### config.mk
export PLATFORM = sky130hd
export DESIGN_NAME = fir_ctrl_flat
export DESIGN_NICKNAME = d
export VERILOG_FILES = /design/src/rtl/fir_ctrl_if.sv /design/src/rtl/fir_ctrl.sv /design/src/flat_wrapper.sv
export SDC_FILE = /design/constraint.sdc
export NUM_CORES = 1
export LEC_CHECK = 0
export CAP_MARGIN = 30
export CORE_MARGIN = 5
export CORE_UTILIZATION = 39
export DETAILED_ROUTE_END_ITERATION = 7
export MAX_ROUTING_LAYER = met4
export PLACE_DENSITY = 0.82
export SKIP_LAST_GASP = 1
export SLEW_MARGIN = 40
export SYNTH_ARGS = -nofsm -noshare
export SYNTH_HDL_FRONTEND = slang
export SYNTH_SLANG_ARGS = --single-unit
### constraint.sdc
create_clock -name clk -period 2.45 [get_ports clk]
set_input_delay 0.245 -clock clk [delete_from_list [all_inputs] [get_ports clk]]
set_output_delay 0.245 -clock clk [all_outputs]
set_load 0.01 [all_outputs]
### src/rtl/fir_ctrl_if.sv
// rtl/fir_ctrl_if.sv - coefficient, sample and result stream handshakes for fir_ctrl
interface fir_ctrl_if;
    logic        w_valid;
    logic        w_ready;
    logic [15:0] w_data;
    logic        s_valid;
    logic        s_ready;
    logic [15:0] s_data;
    logic        r_valid;
    logic        r_ready;
    logic [15:0] r_data;

    modport master (
        output w_valid, w_data, s_valid, s_data, r_ready,
        input  w_ready, s_ready, r_valid, r_data
    );

    modport slave (
        input  w_valid, w_data, s_valid, s_data, r_ready,
        output w_ready, s_ready, r_valid, r_data
    );
endinterface

### src/rtl/fir_ctrl.sv
// rtl/fir_ctrl.sv - sequencer feeding coefficients/samples into a 16-tap FIR (optional FIR_CTRL_WARMUP_EN)
module fir_ctrl #(
    parameter int TAPS    = 16,
    parameter int TIMEOUT = 32
) (
    input  logic        clk,
    input  logic        rst_n,
    input  logic        cfg_start_i,
    fir_ctrl_if.slave   bus,
    output logic        fir_wind_o,
    output logic        fir_load_o,
    output logic        fir_in_valid_o,
    output logic [15:0] fir_data_o,
    input  logic        fir_out_valid_i,
    input  logic [15:0] fir_out_i,
    output logic        busy_o,
    output logic        coeff_ok_o,
    output logic        err_timeout_o
);
    localparam int WCW = $clog2(TAPS + 1);
    localparam int TCW = $clog2(TIMEOUT + 1);
    localparam logic [WCW-1:0] W_LAST = WCW'(TAPS - 1);
    localparam logic [TCW-1:0] T_MAX  = TCW'(TIMEOUT);

    typedef enum logic [2:0] {
        S_IDLE, S_WLOAD, S_READY, S_KICK, S_WAIT, S_OUT
    } state_t;

    state_t         state_q;
    logic [WCW-1:0] w_cnt_q;
    logic [TCW-1:0] t_cnt_q;
    logic           r_valid_q;
    logic [15:0]    r_data_q;
    logic           coeff_ok_q;
    logic           err_timeout_q;
`ifdef FIR_CTRL_WARMUP_EN
    logic [WCW-1:0] warm_q;
    logic           drop_q;
`endif

    logic w_acc;
    logic s_acc;

    // cfg_start in READY takes priority over a pending sample
    assign bus.w_ready    = (state_q == S_WLOAD);
    assign bus.s_ready    = (state_q == S_READY) && !cfg_start_i;
    assign w_acc          = bus.w_ready && bus.w_valid;
    assign s_acc          = bus.s_ready && bus.s_valid;
    assign fir_wind_o     = w_acc;
    assign fir_load_o     = s_acc;
    assign fir_in_valid_o = (state_q == S_KICK);
    assign fir_data_o     = (state_q == S_WLOAD) ? bus.w_data : bus.s_data;
    assign busy_o         = (state_q != S_IDLE) && (state_q != S_READY);
    assign bus.r_valid    = r_valid_q;
    assign bus.r_data     = r_data_q;
    assign coeff_ok_o     = coeff_ok_q;
    assign err_timeout_o  = err_timeout_q;

    always_ff @(posedge clk or negedge rst_n) begin
        if (!rst_n) begin
            state_q       <= S_IDLE;
            w_cnt_q       <= '0;
            t_cnt_q       <= '0;
            r_valid_q     <= 1'b0;
            r_data_q      <= '0;
            coeff_ok_q    <= 1'b0;
            err_timeout_q <= 1'b0;
`ifdef FIR_CTRL_WARMUP_EN
            warm_q        <= '0;
            drop_q        <= 1'b0;
`endif
        end else begin
            case (state_q)
                S_IDLE, S_READY: begin
                    if (cfg_start_i) begin
                        state_q       <= S_WLOAD;
                        w_cnt_q       <= '0;
                        coeff_ok_q    <= 1'b0;
                        err_timeout_q <= 1'b0;
`ifdef FIR_CTRL_WARMUP_EN
                        warm_q        <= '0;
`endif
                    end else if (s_acc) begin
                        state_q <= S_KICK;
`ifdef FIR_CTRL_WARMUP_EN
                        // the first TAPS-1 results see a partially filled delay line
                        drop_q <= (warm_q < W_LAST);
                        if (warm_q < W_LAST) begin
                            warm_q <= warm_q + 1'b1;
                        end
`endif
                    end
                end
                S_WLOAD: begin
                    if (w_acc) begin
                        if (w_cnt_q == W_LAST) begin
                            state_q    <= S_READY;
                            coeff_ok_q <= 1'b1;
                            w_cnt_q    <= '0;
                        end else begin
                            w_cnt_q <= w_cnt_q + 1'b1;
                        end
                    end
                end
                S_KICK: begin
                    t_cnt_q <= '0;
                    state_q <= S_WAIT;
                end
                S_WAIT: begin
                    if (fir_out_valid_i) begin
`ifdef FIR_CTRL_WARMUP_EN
                        if (drop_q) begin
                            state_q <= S_READY;
                        end else begin
                            r_data_q  <= fir_out_i;
                            r_valid_q <= 1'b1;
                            state_q   <= S_OUT;
                        end
`else
                        r_data_q  <= fir_out_i;
                        r_valid_q <= 1'b1;
                        state_q   <= S_OUT;
`endif
                    end else if (t_cnt_q == T_MAX) begin
                        err_timeout_q <= 1'b1;
                        state_q       <= S_READY;
                    end else begin
                        t_cnt_q <= t_cnt_q + 1'b1;
                    end
                end
                S_OUT: begin
                    if (bus.r_ready) begin
                        r_valid_q <= 1'b0;
                        state_q   <= S_READY;
                    end
                end
                default: state_q <= S_IDLE;
            endcase
        end
    end
endmodule
### src/flat_wrapper.sv
// flat-port wrapper written by rule: the top's interface ports become plain ports
module fir_ctrl_flat 
#(
    parameter int TAPS    = 16,
    parameter int TIMEOUT = 32
)
  (clk, rst_n, cfg_start_i, fir_wind_o, fir_load_o, fir_in_valid_o, fir_data_o, fir_out_valid_i, fir_out_i, busy_o, coeff_ok_o, err_timeout_o, bus_w_valid, bus_w_data, bus_s_valid, bus_s_data, bus_r_ready, bus_w_ready, bus_s_ready, bus_r_valid, bus_r_data);
  fir_ctrl_if bus_i ();
  input  logic clk;
  input  logic rst_n;
  input  logic cfg_start_i;
  output logic fir_wind_o;
  output logic fir_load_o;
  output logic fir_in_valid_o;
  output logic [15:0] fir_data_o;
  input  logic fir_out_valid_i;
  input  logic [15:0] fir_out_i;
  output logic busy_o;
  output logic coeff_ok_o;
  output logic err_timeout_o;
  input wire logic [$bits(bus_i.w_valid)-1:0] bus_w_valid;
  input wire logic [$bits(bus_i.w_data)-1:0] bus_w_data;
  input wire logic [$bits(bus_i.s_valid)-1:0] bus_s_valid;
  input wire logic [$bits(bus_i.s_data)-1:0] bus_s_data;
  input wire logic [$bits(bus_i.r_ready)-1:0] bus_r_ready;
  output wire logic [$bits(bus_i.w_ready)-1:0] bus_w_ready;
  output wire logic [$bits(bus_i.s_ready)-1:0] bus_s_ready;
  output wire logic [$bits(bus_i.r_valid)-1:0] bus_r_valid;
  output wire logic [$bits(bus_i.r_data)-1:0] bus_r_data;
  assign bus_i.w_valid = bus_w_valid;
  assign bus_i.w_data = bus_w_data;
  assign bus_i.s_valid = bus_s_valid;
  assign bus_i.s_data = bus_s_data;
  assign bus_i.r_ready = bus_r_ready;
  assign bus_w_ready = bus_i.w_ready;
  assign bus_s_ready = bus_i.s_ready;
  assign bus_r_valid = bus_i.r_valid;
  assign bus_r_data = bus_i.r_data;
  fir_ctrl #(.TAPS(TAPS), .TIMEOUT(TIMEOUT)) u_core (.clk(clk), .rst_n(rst_n), .cfg_start_i(cfg_start_i), .bus(bus_i), .fir_wind_o(fir_wind_o), .fir_load_o(fir_load_o), .fir_in_valid_o(fir_in_valid_o), .fir_data_o(fir_data_o), .fir_out_valid_i(fir_out_valid_i), .fir_out_i(fir_out_i), .busy_o(busy_o), .coeff_ok_o(coeff_ok_o), .err_timeout_o(err_timeout_o));
endmodule
==> flow_metrics.env <==
export IMPL_synth_compound_area_share_pct=11.7
export IMPL_reg2reg_from="u_core.state_q[1]$_DFFE_PN0P_"
export IMPL_layout_setup_ws_ns=0.125
export IMPL_synth_warnings=0
export IMPL_relSlewSlack_pct=67.6
export IMPL_synth_top_family_by_area="multiplexers"
export IMPL_ys_ff_latch=33
export IMPL_yosys_area_share_simple_pct=14.0
export IMPL_grt_pass1_vias=1719
export IMPL_htreeDepth=2
export IMPL_pin_count=96
export IMPL_layout_nets=316
export IMPL_start_kind="flip-flop"
export IMPL_final_layout_size_suffix_gt1_share_pct=20.2
export IMPL_gp_congestion=0.896
export IMPL_finalHoldViolations=0
export IMPL_holdCritPathClass="input port to async pin"
export IMPL_drv_cap=0
export IMPL_yosysSeqAreaShare_pct=46.4
export IMPL_post_place_ws_ns=0.348
export IMPL_path_max_fanout=15
export IMPL_fillers=355
export IMPL_combPwrFrac_pct=54.6
export IMPL_core_area_um2=4380
export IMPL_post_cts_setup_buffers=0
export IMPL_grt_ovfl_total=0
export IMPL_first_pass_iters=4
export IMPL_clock_skew_ns=0.00392
export IMPL_synth_main_ff_cell="dfrtp_1"
export IMPL_multi_input_area_um2=885
export IMPL_clk_latency_ns=0.28
export IMPL_register_area_um2=827
export IMPL_muxShareOfSynthArea_pct=21.9
export IMPL_synth_area_um2=1780
export IMPL_die_w_um=77.6
export IMPL_grt_pass1_wl_um=7700
export IMPL_setup_tns_final_ns=0
export IMPL_die_area_um2=6020
export IMPL_avgSynthCellArea_um2=11.3
export IMPL_startpoint="u_core.state_q[2]$_DFFE_PN0P_"
export IMPL_crit_arrival_ns=2.08
export IMPL_drt_iter0_markers=57
export IMPL_num_rows=24
export IMPL_dp_final_hpwl_um=3610
export IMPL_powerDensity_nw_per_um2=974
export IMPL_p_leak_uw=0.00119
export IMPL_syn_nets=215
export IMPL_dieHeight_um=77.6
export IMPL_routed_via_count=1648
export IMPL_antenna_found_initial=0
export IMPL_final_max_slew_viol_count=0
export IMPL_vias_per_cell=5.33
export IMPL_hold_buffers=0
export IMPL_setup_violations=0
export IMPL_intPower_uw=1880
export IMPL_io_buffers=95
export IMPL_synth_xor_area_share_pct=0
export IMPL_numCtsBuffers=5
export IMPL_end_kind="output port"
export IMPL_synth_fa_ha_area_share_pct=2.11
export IMPL_p_sw_uw=930
export IMPL_grt_max_degree=34
export IMPL_clock_power_share_pct=13.0
export IMPL_clockBufferDepth=2
export IMPL_fin_crit_sh_pct=94.9
export IMPL_track_usage_pct=16.1
export IMPL_worst_slew_pin_slew_ns=0.481
export IMPL_ys_types=40
export IMPL_max_vdd_ir_drop_v=0.000509
export IMPL_cts_sinks=33
export IMPL_start_util_pct=40.6
export IMPL_status="completed"
export IMPL_syn2layout_area_growth_pct=62.2
export IMPL_max_freq_mhz=430
export IMPL_routed_wl_um=4590
export IMPL_path_class="flip-flop to output port"
export IMPL_async_reset_ff_share_pct=100
export IMPL_worstPathRequired_ns=2.20
export IMPL_cts_tree="built"
export IMPL_swShare_pct=33.0
export IMPL_synth_edf_count=0
export IMPL_post_route_min_period_ns=2.33
export IMPL_rsz0062_at_grt="no"
export IMPL_syn_inst=157
export IMPL_path_clk_slew_ns=0.06
export IMPL_seqPwrFrac_pct=32.4
export IMPL_wl_per_cell_um=14.8
export IMPL_diodes=0
export IMPL_antenna_left=0
export IMPL_drcViolationCount=0
export IMPL_ctsRootBufferMaster="clkbuf_8"
## power groups by stage
stage / logic [uW] / clock network [uW] / registers [uW]
2_1_floorplan: 734 / 0 / 944
3_3_place_gp: 1530 / 0 / 910
3_5_place_dp: 1550 / 0 / 919
4_1_cts: 1560 / 383 / 909
5_1_grt: 1670 / 407 / 941
6_report: 1540 / 365 / 911
## per-layer routing
metal / global-route usage, % / part of all wire (%) / up-vias
li1: - / - / 783
met1: 18.4 / 43 / 757
met2: 25.4 / 43 / 101
met3: 6.83 / 13 / 7
met4: 5.50 / 1.6 / 0
met5: - / 0 / -
## metrics by stage
stage	util [%]	std cells	area (um2)	power [uW]	hold WS [ns]
after floorplan	-	157	1780	1680	-0.0506
after global placement	64.2	303	2810	2440	0.471
after detailed placement	64.2	303	2810	2470	0.483
after CTS	65.8	309	2890	2850	0.386
after global routing	65.9	309	2890	3020	0.432
final	65.9	309	2890	2810	0.374
## worst max-delay path: stages, from the launching register on
cell and delay [ns]:
dfrtp_1 0.48, nor3b_2 0.24, buf_4 0.24, mux2_2 0.35, clkdlybuf4s50_1 0.48
## final timing paths
kind	end	slack [ns]	cells after the start
worst max-delay path	fir_data_o[4]	0.12	4
worst min-delay path	u_core.w_cnt_q[1]$_DFFE_PN0P_	0.37	2
worst max register to register	u_core.t_cnt_q[5]$_DFFE_PN0P_	0.42	4
worst min register to register	u_core.coeff_ok_o$_DFFE_PN0P_	0.49	1
max in group asynchronous	u_core.state_q[0]$_DFFE_PN0P_	1.76	2
min in group clk	u_core.coeff_ok_o$_DFFE_PN0P_	0.49	1
## placed cells by master, fill, tap and decap left out, types with 2 or more instances in the layout
cell type	n
clkdlybuf4s50_1	95
mux2_2	32
dfrtp_1	32
inv_1	9
nand2_1	9
buf_4	7
a21oi_1	6
o21ai_0	6
nand3_1	6
clkbuf_8	5
nor3_1	4
o211ai_1	4
nand3b_1	3
o21a_1	3
mux2i_1	3
ha_1	3
nor3b_2	2
or2_2	2
nand4bb_1	2
a221oi_1	2
or3_1	2
## what timing repair did
action	CTS	global route
setup endpoints to repair	0	7
hold endpoints to repair	0	0
gates resized for setup	0	1
## state kept, by name (all words and copies together) (netlist names)
name and count:
u_core.bus.r_data 16, u_core.t_cnt_q 6, u_core.w_cnt_q 5, u_core.state_q 3, u_core.bus.r_valid 1, u_core.coeff_ok_o 1, u_core.err_timeout_o 1
## final cells by class
cell class	count	share of cell area [%]
multi-input cells	107	30.6
repair buffers	102	34.7
clock inverters	1	0.173
well taps	52	2.25
inverters	9	1.17
clock buffers	5	2.38
flip-flops and latches	33	28.6
## cells by family after synthesis
kind of cell / count (synthesis)
AOI/OAI and AO/OA: 30
adders and majority gates: 3
buffers and inverters: 17
DFF: 33
muxes: 35
and+or+nand+nor: 39
## cell usage after synthesis, types with 3 or more instances
cell type	n	area (um2)
mux2i_1	3	30.0
dfrtp_1	33	826
nand2_1	9	33.8
mux2_2	32	360
o21a_1	3	22.5
nand3b_1	3	22.5
nand3_1	6	30.0
nor3_1	4	20.0
o21ai_0	6	30.0
inv_1	9	33.8
ha_1	3	37.5
a21oi_1	6	30.0
o211ai_1	4	30.0
clkbuf_1	5	18.8
Power figures use the tool's default switching activity.
